--- config.mk ---
export PLATFORM = sky130hd
export DESIGN_NAME = irq_controller
export DESIGN_NICKNAME = d
export VERILOG_FILES = /design/src/rtl/irq_controller_pkg.sv /design/src/rtl/irq_sync_edge.sv /design/src/rtl/priority_encoder.sv /design/src/rtl/irq_controller.sv
export SDC_FILE = /design/constraint.sdc
export NUM_CORES = 1
export LEC_CHECK = 0
export BUFFER_PORTS_ARGS = -buffer_cell sky130_fd_sc_hd__buf_2
export CAP_MARGIN = 20
export CORE_UTILIZATION = 40
export CTS_CLUSTER_SIZE = 30
export DETAILED_ROUTE_END_ITERATION = 8
export GPL_TIMING_DRIVEN = 0
export PLACE_DENSITY = 0.62
export SLEW_MARGIN = 20
export SYNTH_ARGS = -nofsm -noshare
export SYNTH_HDL_FRONTEND = slang
export SYNTH_HIERARCHICAL = 1
export SYNTH_SLANG_ARGS = --single-unit
--- constraint.sdc ---
create_clock -name clk -period 3.1 [get_ports clk]
set_clock_uncertainty 0.15 [all_clocks]
set_input_delay 0.31 -clock clk [delete_from_list [all_inputs] [get_ports clk]]
set_output_delay 0.31 -clock clk [all_outputs]
set_load 0.05 [all_outputs]
--- src/rtl/irq_controller_pkg.sv ---
// Shared constants and FSM encoding for the 8-source interrupt front end.
// Bit 7 is the highest-priority source throughout.
package irq_controller_pkg;
   localparam int NUM_IRQ = 8;
   localparam int VEC_W   = 3;
   localparam logic [NUM_IRQ-1:0] MASK_RST = 8'hFF;

   typedef enum logic [1:0] {
      IDLE = 2'd0,
      REQ  = 2'd1,
      ACKD = 2'd2
   } irq_state_e;
endpackage

--- src/rtl/irq_sync_edge.sv ---
// Two-flop synchroniser per line plus a third flop for rising-edge detection.
// level_o lags the pin by two edges; rise_o is a one-cycle pulse alongside it.
module irq_sync_edge
   import irq_controller_pkg::*;
(
   input  logic               clk,
   input  logic               reset,
   input  logic [NUM_IRQ-1:0] in_i,
   output logic [NUM_IRQ-1:0] level_o,
   output logic [NUM_IRQ-1:0] rise_o
);
   logic [NUM_IRQ-1:0] s1_q, s2_q, s3_q;

   // s3 resets low so a line already high at reset release counts as an edge
   always_ff @(posedge clk or posedge reset) begin
      if (reset) begin
         s1_q <= '0;
         s2_q <= '0;
         s3_q <= '0;
      end else begin
         s1_q <= in_i;
         s2_q <= s1_q;
         s3_q <= s2_q;
      end
   end

   assign level_o = s2_q;
   assign rise_o  = s2_q & ~s3_q;
endmodule

--- src/rtl/priority_encoder.sv ---
// Combinational highest-set-bit encoder; idx_o is 0 when nothing is set, so gate with vld_o.
// Zero latency, no flow control.
module priority_encoder
   import irq_controller_pkg::*;
(
   input  logic               en_i,
   input  logic [NUM_IRQ-1:0] req_i,
   output logic [VEC_W-1:0]   idx_o,
   output logic               vld_o
);
   always_comb begin
      idx_o = '0;
      vld_o = 1'b0;
      if (en_i) begin
         // ascending scan: the last hit is the highest set bit
         for (int i = 0; i < NUM_IRQ; i++) begin
            if (req_i[i]) begin
               idx_o = VEC_W'(i);
               vld_o = 1'b1;
            end
         end
      end
   end
endmodule

--- src/rtl/irq_controller.sv ---
// 8-source interrupt controller: sync, pending latch, mask, nesting filter, req/ack handshake.
// Pin to irq_req is 3 edges; irq_req/irq_vec hold until irq_ack, then one idle gap cycle.
module irq_controller
   import irq_controller_pkg::*;
#(
   parameter bit EDGE_TRIG = 1'b1
) (
   input  logic               clk,
   input  logic               reset,
   input  logic [NUM_IRQ-1:0] irq_in,
   input  logic               mask_wr,
   input  logic [NUM_IRQ-1:0] mask_data,
   output logic [NUM_IRQ-1:0] mask,
   output logic               irq_req,
   output logic [VEC_W-1:0]   irq_vec,
   input  logic               irq_ack,
   input  logic               eoi,
   output logic [NUM_IRQ-1:0] in_service
);
   irq_state_e         state_q, state_d;
   logic [VEC_W-1:0]   vec_q, vec_d;
   logic [NUM_IRQ-1:0] pending_q, pending_d;
   logic [NUM_IRQ-1:0] mask_q, mask_d;
   logic [NUM_IRQ-1:0] isr_q, isr_d;

   logic [NUM_IRQ-1:0] sync_lvl, sync_rise;
   logic [NUM_IRQ-1:0] above, eligible, ack_oh, eoi_oh;
   logic [VEC_W-1:0]   elig_idx, isr_idx;
   logic               elig_vld, isr_vld, ack_fire;

   irq_sync_edge u_sync (
      .clk     (clk),
      .reset   (reset),
      .in_i    (irq_in),
      .level_o (sync_lvl),
      .rise_o  (sync_rise)
   );

   priority_encoder u_enc_elig (
      .en_i  (1'b1),
      .req_i (eligible),
      .idx_o (elig_idx),
      .vld_o (elig_vld)
   );

   priority_encoder u_enc_isr (
      .en_i  (1'b1),
      .req_i (isr_q),
      .idx_o (isr_idx),
      .vld_o (isr_vld)
   );

   // only sources strictly above the highest in-service one may nest
   always_comb begin
      above = '0;
      for (int i = 0; i < NUM_IRQ; i++) begin
         above[i] = !isr_vld || (i > int'(isr_idx));
      end
   end

   assign eligible = pending_q & ~mask_q & above;

   always_comb begin
      state_d  = state_q;
      vec_d    = vec_q;
      ack_fire = 1'b0;
      case (state_q)
         IDLE: begin
            if (elig_vld) begin
               state_d = REQ;
               vec_d   = elig_idx;
            end
         end
         REQ: begin
            if (irq_ack) begin
               state_d  = ACKD;
               ack_fire = 1'b1;
            end
         end
         ACKD:    state_d = IDLE;
         default: state_d = IDLE;
      endcase
   end

   assign ack_oh = ack_fire ? (NUM_IRQ'(1) << vec_q) : '0;
   assign eoi_oh = (eoi && isr_vld) ? (NUM_IRQ'(1) << isr_idx) : '0;

   // a new edge beats an ack-clear of the same bit; eoi acts on the pre-cycle set
   assign pending_d = EDGE_TRIG ? ((pending_q & ~ack_oh) | sync_rise) : sync_lvl;
   assign isr_d     = (isr_q & ~eoi_oh) | ack_oh;
   assign mask_d    = mask_wr ? mask_data : mask_q;

   always_ff @(posedge clk or posedge reset) begin
      if (reset) begin
         state_q   <= IDLE;
         vec_q     <= '0;
         pending_q <= '0;
         mask_q    <= MASK_RST;
         isr_q     <= '0;
      end else begin
         state_q   <= state_d;
         vec_q     <= vec_d;
         pending_q <= pending_d;
         mask_q    <= mask_d;
         isr_q     <= isr_d;
      end
   end

   assign irq_req    = (state_q == REQ);
   assign irq_vec    = vec_q;
   assign mask       = mask_q;
   assign in_service = isr_q;
endmodule

; ---- After elaboration in Yosys (flattened, before gate mapping)
; Index checks and enable logic that the tools add are counted.
[word_totals]
elab_cells = 80
output_inout_bits = 20
reg_bits = 53
in_bits = 21
[op_classes]
n_eq_ne = 3
n_mux = 37
order_cmp = 7
reduce_logical = 12
shifts = 2
bitwise_logic = 11
[op_table]
columns = op, n
row1 = 8-bit bitwise AND, 5
row2 = 8-bit inverter, 4
row3 = 3-bit two-way mux, 8
row4 = 1-bit two-way mux, 20
row5 = 8-bit two-way mux, 2
row6 = 8-bit bitwise OR, 2
row7 = "1-bit by 3-bit left shift with 8-bit output, first input constant", 2
row8 = "3-bit > comparator, first input constant", 4
row9 = 2-bit two-way mux, 6
row10 = 1-bit logical OR, 7
row11 = "2-bit by 3-bit > comparator with 1-bit output, first input constant", 2
row12 = 2-bit one-hot mux with 2 select lines, 1
row13 = 2-bit AND reduction, 2
row14 = "1-bit by 3-bit > comparator with 1-bit output, first input constant", 1
row15 = "2-bit by 1-bit == test with 1-bit output, second input constant", 1
row16 = 2-bit logical NOT, 1
row17 = "2-bit by 1-bit != test with 1-bit output, second input constant", 1
row18 = "2-bit != test, second input constant", 1
row19 = 1-bit logical AND, 1
row20 = 1-bit logical NOT, 1

; ---- Depth between registers and ports, before layout
; Gate-level depths: netlist of the first run.
[logic_depth]
ltp_word = 21
ltp_mapped = 12
ltp_nobuf = 11

; ---- Cells and area by module
; Netlist of the first run, hierarchy kept.
[modules_own_cells]
columns = module, seq_area_each_um2, area_per_inst_um2, n_inst, cells_each
row1 = irq_controller, 735.7, 1286.2, 1, 110
row2 = irq_sync_edge, 600.6, 714.4, 1, 33
row3 = priority_encoder, 0.0, 80.1, 2, 14

; ---- Worst setup path after synthesis of the first run
; No wires, ideal clock.
[synth_timing]
path_kind = register to register
from = register isr_q[1], in the netlist in_service[1]
to = register vec_q[1], in the netlist irq_vec[1]
setup_time_ps = 128
n_path_buf = 0
required_ps = 2822
arrival_ps = 2736
period_less_slack_ps = 3014
path_stages_with_launch = 11
slack_ps = 86
path_cell_list = dfrtp_1 a21oi_1 o41ai_1 nand2_1 nor2_1 nor3b_1 nor4_2 nor2_1 o21bai_1 nor3b_2 mux2_1
[synth_between]
elab_cells_between_ends = 45
cone_classes = 7 x order compare / 28 x mux / 1 x bitwise / 9 x reduce/logical
[synth_rtl]
columns = element, line
row1 = "start, declared", irq_controller.sv:24  ; logic [NUM_IRQ-1:0] isr_q, isr_d;
row2 = "start signal, assigned", irq_controller.sv:105  ; isr_q <= isr_d;
row3 = 1-bit two-way mux, priority_encoder.sv:17  ; if (req_i[i]) begin
row4 = 2-bit two-way mux (2 in a row), priority_encoder.sv:17
row5 = 3-bit two-way mux (4 in a row), priority_encoder.sv:17
row6 = net isr_idx[0], irq_controller.sv:28  ; logic [VEC_W-1:0] elig_idx, isr_idx;
row7 = 3-bit > comparator, irq_controller.sv:57  ; above[i] = !isr_vld || (i > int'(isr_idx));
row8 = 1-bit logical OR, irq_controller.sv:57
row9 = 8-bit bitwise AND, irq_controller.sv:61  ; assign eligible = pending_q & ~mask_q & above;
row10 = net eligible[7], irq_controller.sv:27  ; logic [NUM_IRQ-1:0] above, eligible, ack_oh, eoi_oh;
row11 = 1-bit two-way mux, priority_encoder.sv:17
row12 = net elig_vld, irq_controller.sv:29  ; logic elig_vld, isr_vld, ack_fire;
row13 = 2-bit AND reduction (no source line), n/a
row14 = "end signal, assigned", irq_controller.sv:102  ; vec_q <= vec_d;
row15 = "end, declared", irq_controller.sv:21  ; logic [VEC_W-1:0] vec_q, vec_d;
; The timed path passes the listed nets, and every way through them passes these cells.
; A chain may end at the register's enable or synchronous reset.

; ---- Worst setup path in the final report of the first run
[layout_timing]
from = register isr_q[6], in the netlist in_service[6]
to = register vec_q[1], in the netlist irq_vec[1]
[layout_between]
elab_cells_between_ends = 35
cone_classes = 7 x order compare / 18 x mux / 1 x bitwise / 9 x reduce/logical
[layout_rtl]
columns = element, line
row1 = 3-bit two-way mux (2 in a row), priority_encoder.sv:17
row2 = net isr_idx[0], irq_controller.sv:28
row3 = 3-bit > comparator, irq_controller.sv:57
row4 = 1-bit logical OR, irq_controller.sv:57
row5 = 8-bit bitwise AND, irq_controller.sv:61
row6 = net eligible[7], irq_controller.sv:27
row7 = 1-bit two-way mux, priority_encoder.sv:17
row8 = net elig_vld, irq_controller.sv:29
row9 = 2-bit AND reduction (no source line), n/a
; The timed path passes the listed nets, and every way through them passes these cells.

==> results of run 1 <==
## power by group through the flow
stage | Clock, µW | Sequential (µW) | Combinational (µW)
6_report | 533 | 985 | 963
5_1_grt | 569 | 1010 | 1040
4_1_cts | 552 | 972 | 885
3_5_place_dp | 0 | 983 | 863
3_3_place_gp | 0 | 978 | 855
2_1_floorplan | 0 | 1230 | 411
## synth_stat cells, drive strengths merged (2+ instances only)
| cell | count |
|---|---|
| a21o | 8 |
| a21oi | 5 |
| and3b | 2 |
| buf | 2 |
| dfrtp | 45 |
| dfstp | 8 |
| inv | 8 |
| mux2 | 11 |
| nand2 | 16 |
| nand2b | 4 |
| nand3 | 3 |
| nor2 | 11 |
| nor2b | 12 |
| nor3b | 5 |
| nor4 | 4 |
| o21ai | 11 |
| o21bai | 2 |
| o31ai | 2 |
| o41ai | 2 |
## cells by family (layout without fill, tap and decap cells)
group,count (synthesis),in the layout
and+or+nand+nor,62,62
DFF,53,53
other,1,4
muxes,12,12
buffers and inverters,11,70
AOI/OAI and AO/OA,32,32
## flip-flops by register name (all words and copies together), names as in the netlist
name / flops
mask: 8
u_sync/s3_q: 8
u_sync/level_o: 8
in_service: 8
state_q: 2
pending_q: 8
u_sync/s1_q: 8
irq_vec: 3
## metal layers
metal  track usage  up-vias  share of wire
met5             0        -              0
met4        0.0556        0          0.015
met3        0.0397        6          0.040
met2         0.259       35           0.49
met1         0.204      700           0.46
li1              -      700              -
## area by class of cell
class,count,area share
Buffer,3,0.00541
Clock buffer,5,0.0248
Clock inverter,3,0.0234
Inverter,8,0.0108
Multi-Input combinational cell,110,0.311
Sequential cell,53,0.482
Tap cell,70,0.0315
Timing Repair Buffer,51,0.111
## final timing paths
path	start	to	slack (ns)	depth (start not counted)
worst max-delay path	in_service[6]$_DFF_PP0_	irq_vec[1]$_DFFE_PP0P_	0.19	10
worst min-delay path	mask_data[7]	mask[7]$_DFFE_PP1P_	0.09	2
worst max register to register	in_service[6]$_DFF_PP0_	irq_vec[1]$_DFFE_PP0P_	0.19	10
worst min register to register	u_sync/s1_q[1]$_DFF_PP0_	u_sync/level_o[1]$_DFF_PP0_	0.20	0
max in group asynchronous	reset	u_sync/level_o[4]$_DFF_PP0_	1.70	3
min in group asynchronous	reset	pending_q[5]$_DFF_PP0_	0.48	3
## per-stage QoR
| stage | hold slack, ns | worst slack, ns | utilization | instance area, µm² | total power (µW) |
|---|---|---|---|---|---|
| 2_1_floorplan | 0.175 | 0.0864 | - | 2170 | 1640 |
| 3_3_place_gp | 0.182 | -0.278 | 0.478 | 2450 | 1830 |
| 3_5_place_dp | 0.185 | -0.330 | 0.478 | 2450 | 1850 |
| 4_1_cts | 0.0781 | 0.0160 | 0.523 | 2690 | 2410 |
| 5_1_grt | 0.0819 | -0.00310 | 0.540 | 2780 | 2620 |
| 6_report | 0.0886 | 0.187 | 0.540 | 2780 | 2480 |
## critical path, cell delays in order, from the launching register on
cell and delay (ns):
dfrtp_2 0.45, buf_4 0.15, o41ai_4 0.50, nand2_1 0.24
nor2_1 0.19, nor3b_2 0.08, nor4_2 0.28, nor2_1 0.07
o21bai_2 0.20, nor3b_4 0.17, mux2_1 0.32
## repair_timing
item | in CTS | in global routing
cloned | 0 | 0
hold endpoints to repair | 29 | 0
setup endpoints to repair | 4 | 3
hold buffers | 9 | 0
gates resized for setup | 1 | 13
pin swaps | 0 | 3
buffers inserted | 0 | 3
==> results_dict.tcl, run 1 <==
set metrics [dict create \
    netlist_instances 171 \
    core_um2 5140 \
    place_congestion 0.765 \
    start_util 0.420 \
    portBuffers 39 \
    crit_arrival_ns 2.95 \
    grt_max_degree 30 \
    slew_viol_final 0 \
    final_common_cell "dfrtp_1" \
    swShare 0.397 \
    wl_per_cell_um 13.3 \
    yosysUniqueCellTypes 34 \
    pwr-share-seq 0.397 \
    synth.top_cell.area_share 0.521 \
    io-pin-count 41 \
    max_freq_mhz 343 \
    synth_top_family_by_area "simple AND/OR/NAND/NOR gates" \
    yosysSeqAreaShare 0.618 \
    required_ns 3.14 \
    area_growth_pct 28.5 \
    async_flop_share 1.00 \
    cts.clk_slew.worst_paths_ns 0.09 \
    power.leakage_uw 0.00128 \
    muxShareOfSynthArea 0.0620 \
    worstMarginPinSlew_ns 0.837 \
    p_sw_uw 986 \
    setup_tns_ns 0 \
    num_vias 1441 \
    hold_viol 0 \
    power_frac_clock 0.215 \
    maxCapViolations 0 \
    drive_above_1_share 0.412 \
    synth-simple-area-share 0.202 \
    vdd_ir_drop_max_uv 405 \
    drcViolationCount 0 \
    cts_made_buffers 5 \
    tritoncts "built" \
    grt.total_usage 0.158 \
    yosysWarnings 6 \
    antenna_found_initial 0 \
    final_nets 253 \
    power_per_cell_area_nw_per_um2 894 \
    rows 26 \
    syn_area_um2 2160 \
    die_w_um 75.5 \
    cp-end-kind "flop" \
    slew_headroom 0.442 \
    clock-root-buffer "clkbuf_8" \
    power_frac_comb 0.388 \
    synth_area_per_cell_um2 12.6 \
    cp-start-kind "flop" \
    synth_compound_area_frac 0.0950 \
    htree_levels 2 \
    synth_xor_xnor_area_share 0 \
    n_fill_cell 460 \
    insertion_delay_ns 0.30 \
    drtAntennaViolNets 0 \
    stdcell_count 303 \
    dieHeight_um 75.5 \
    hp-class "in -> reg" \
    dieArea_um2 5700 \
    dpl.cell_count 283 \
    layout_common_cells "dfrtp_1 (43), buf_2 (42), nand2_1 (16)" \
    period_needed_ns 2.91 \
    n_antenna_cell 0 \
    cts_max_path_buffers 2 \
    setup_violations 0 \
    intPower_uw 1500 \
    drt-total-wl_um 4040 \
    multiInputGateArea_um2 863 \
    grt_pass1_vias 1349 \
    seq_area_um2 1340 \
    yosys_register_bits 53 \
    grt_pass1_wl_um 6370 \
    drtIter0Drc 80 \
    synth_top_cell_by_area "dfrtp_1" \
    crit_type "reg -> reg" \
    routed_via_density 4.76 \
    path_max_fanout 7 \
    dp_hpwl_um 2800 \
    firstDrtPassIters 4 \
    synthTopCellsByArea "dfrtp_1 (52%), dfstp_2 (9.7%), mux2_2 (5.2%), nor2b_4 (5.1%), a21o_1 (2.8%)" \
    cts_num_sinks 53 \
    synth-main-ff-cell "dfrtp_1" \
    status "complete, no violations" \
    synth_fa_ha_area_frac 0 \
    synth_edf_count 0 \
    finalCritPeriodShare 0.940 \
    overflow 0 \
]
Power figures use the tool's default switching activity.
==> inputs of run 2 (changes only) <==
Settings changed: CORE_UTILIZATION 40 to 45, PLACE_DENSITY 0.62 to 0.68.
==> run 2 against run 1 <==
  * The flow now finishes with violations (design-rule violations)
  * Power fell by 5.4%
  * Combinational power is 4.2% lower
  * Clock power decreased by 18%
  * Routed wire length down 5.9%
  * Global-route usage rose by 0.99 points
  * Sequential power barely moved
==> results_dict.tcl, run 2 (synthesis gave the netlist of run 1 again) <==
set metrics [dict create \
    status "finished with violations" \
    violations "design-rule violations" \
    antenna_found_initial 0 \
    cts_max_path_buffers 2 \
    hold_path_end "mask[0]$_DFFE_PP1P_" \
    io-pin-count 41 \
    cts_num_sinks 53 \
    portBuffers 39 \
    r2r_cells 12 \
    finalCritPeriodShare 0.959 \
    grt.total_usage 0.167 \
    rr_endpoint "irq_vec[0]$_DFFE_PP0P_" \
    drtAntennaViolNets 0 \
    drcViolationCount 2 \
    setup_tns_ns 0 \
    num_vias 1422 \
    slew_viol_final 0 \
    die_w_um 71.3 \
    start_util 0.483 \
    post_dp_cell_area_um2 2430 \
    dieHeight_um 71.3 \
    drive_above_1_share 0.403 \
    final_nets 252 \
    insertion_delay_ns 0.30 \
    layout_common_cells "dfrtp_1 (43), buf_2 (41), nand2_1 (16)" \
    cp-start-kind "flop" \
    clock-root-buffer "clkbuf_8" \
    n_antenna_cell 0 \
    power_per_cell_area_nw_per_um2 871 \
    place_congestion 0.818 \
    path_max_fanout 8 \
    hold_ws_ns 0.0945 \
    max_freq_mhz 336 \
    r2r-start "in_service[6]$_DFF_PP0_" \
    rows 24 \
    area_growth_pct 24.8 \
    grt_pass1_vias 1433 \
    slew_headroom 0.443 \
    drtIter0Drc 62 \
    hp-start "mask_data[0]" \
    drt-total-wl_um 3800 \
    overflow 0 \
    finalPower_uw 2350 \
    dp_hpwl_um 2710 \
    finalWorstSetupSlack_ns 0.127 \
    crit_type "reg -> reg" \
    setup_violations 0 \
    cts_made_buffers 5 \
    seq_area_um2 1340 \
    firstDrtPassIters 6 \
    grt_max_degree 30 \
    critPathLaunch "in_service[6]$_DFF_PP0_" \
    htree_levels 2 \
    wl_per_cell_um 13.4 \
    required_ns 3.14 \
    hp-class "in -> reg" \
    maxCapViolations 0 \
    rrSetupSlack_ns 0.13 \
    vdd_ir_drop_max_uv 402 \
    grt_pass1_wl_um 6450 \
    final_cell_area_um2 2700 \
    holdPathStages 2 \
    period_needed_ns 2.97 \
    pre_cts_slack_ns -0.175 \
    routed_via_density 5.02 \
    dieArea_um2 5080 \
    power.leakage_uw 0.00126 \
    core_um2 4470 \
    final_common_cell "dfrtp_1" \
    cp-end-kind "flop" \
    multiInputGateArea_um2 843 \
    cts.clk_slew.worst_paths_ns 0.09 \
    hold_viol 0 \
    n_fill_cell 373 \
    tritoncts "built" \
    worstMarginPinSlew_ns 0.835 \
    crit_arrival_ns 3.01 \
]
run 2: area by class of cell:
cell class,instances,share of cell area
Sequential cell,53,0.497
Inverter,8,0.0111
Clock buffer,5,0.0255
Multi-Input combinational cell,110,0.313
Buffer,3,0.00557
Clock inverter,2,0.0130
Timing Repair Buffer,50,0.111
Tap cell,52,0.0241
run 2: critical path: stages (launching register included):
cell and delay [ns]:
dfrtp_2 0.47, nor4_4 0.27, nor2_2 0.12, o21bai_1 0.17
clkbuf_2 0.18, nand2_1 0.13, nor2_1 0.08, nor3b_2 0.25
nor4_2 0.08, nor2_1 0.14, o21bai_1 0.17, nor3b_4 0.29
mux2_2 0.36
run 2: what timing repair did:
item,in CTS,in global routing
gates cloned,0,0
resized for setup,2,9
setup endpoints to repair,3,3
hold buffers,9,0
setup buffers,0,2
hold endpoints to repair,29,0
pin swaps,0,3
run 2: how the worst max path moves through the flow:
stage                     depth (start not counted)  slack, ns                      to
after floorplan                                  10       0.09  irq_vec[1]$_DFFE_PP0P_
after global placement                            9      -0.21  irq_vec[1]$_DFFE_PP0P_
after global routing                             12     -0.005  irq_vec[0]$_DFFE_PP0P_
after detailed placement                          9      -0.17  irq_vec[1]$_DFFE_PP0P_
final                                            12       0.13  irq_vec[0]$_DFFE_PP0P_
after CTS                                        12      0.008  irq_vec[0]$_DFFE_PP0P_
run 2: routing by layer:
| layer | up-vias | share of wire | track usage |
|---|---|---|---|
| met5 | - | 0 | 0 |
| met4 | 0 | 0.018 | 0.0733 |
| met3 | 7 | 0.037 | 0.0309 |
| met2 | 40 | 0.49 | 0.279 |
| met1 | 674 | 0.46 | 0.215 |
| li1 | 701 | - | - |
run 2: report_power, final:
group          internal [µW]  switching [µW]
Clock                    235             203
Sequential               835             153
Combinational            326             597
Total                   1400             953
run 2: per-stage QoR:
step,cells,util
3_5_place_dp,265,0.544
3_3_place_gp,265,0.544
4_1_cts,281,0.590
5_1_grt,283,0.603
2_1_floorplan,174,-
6_report,283,0.603
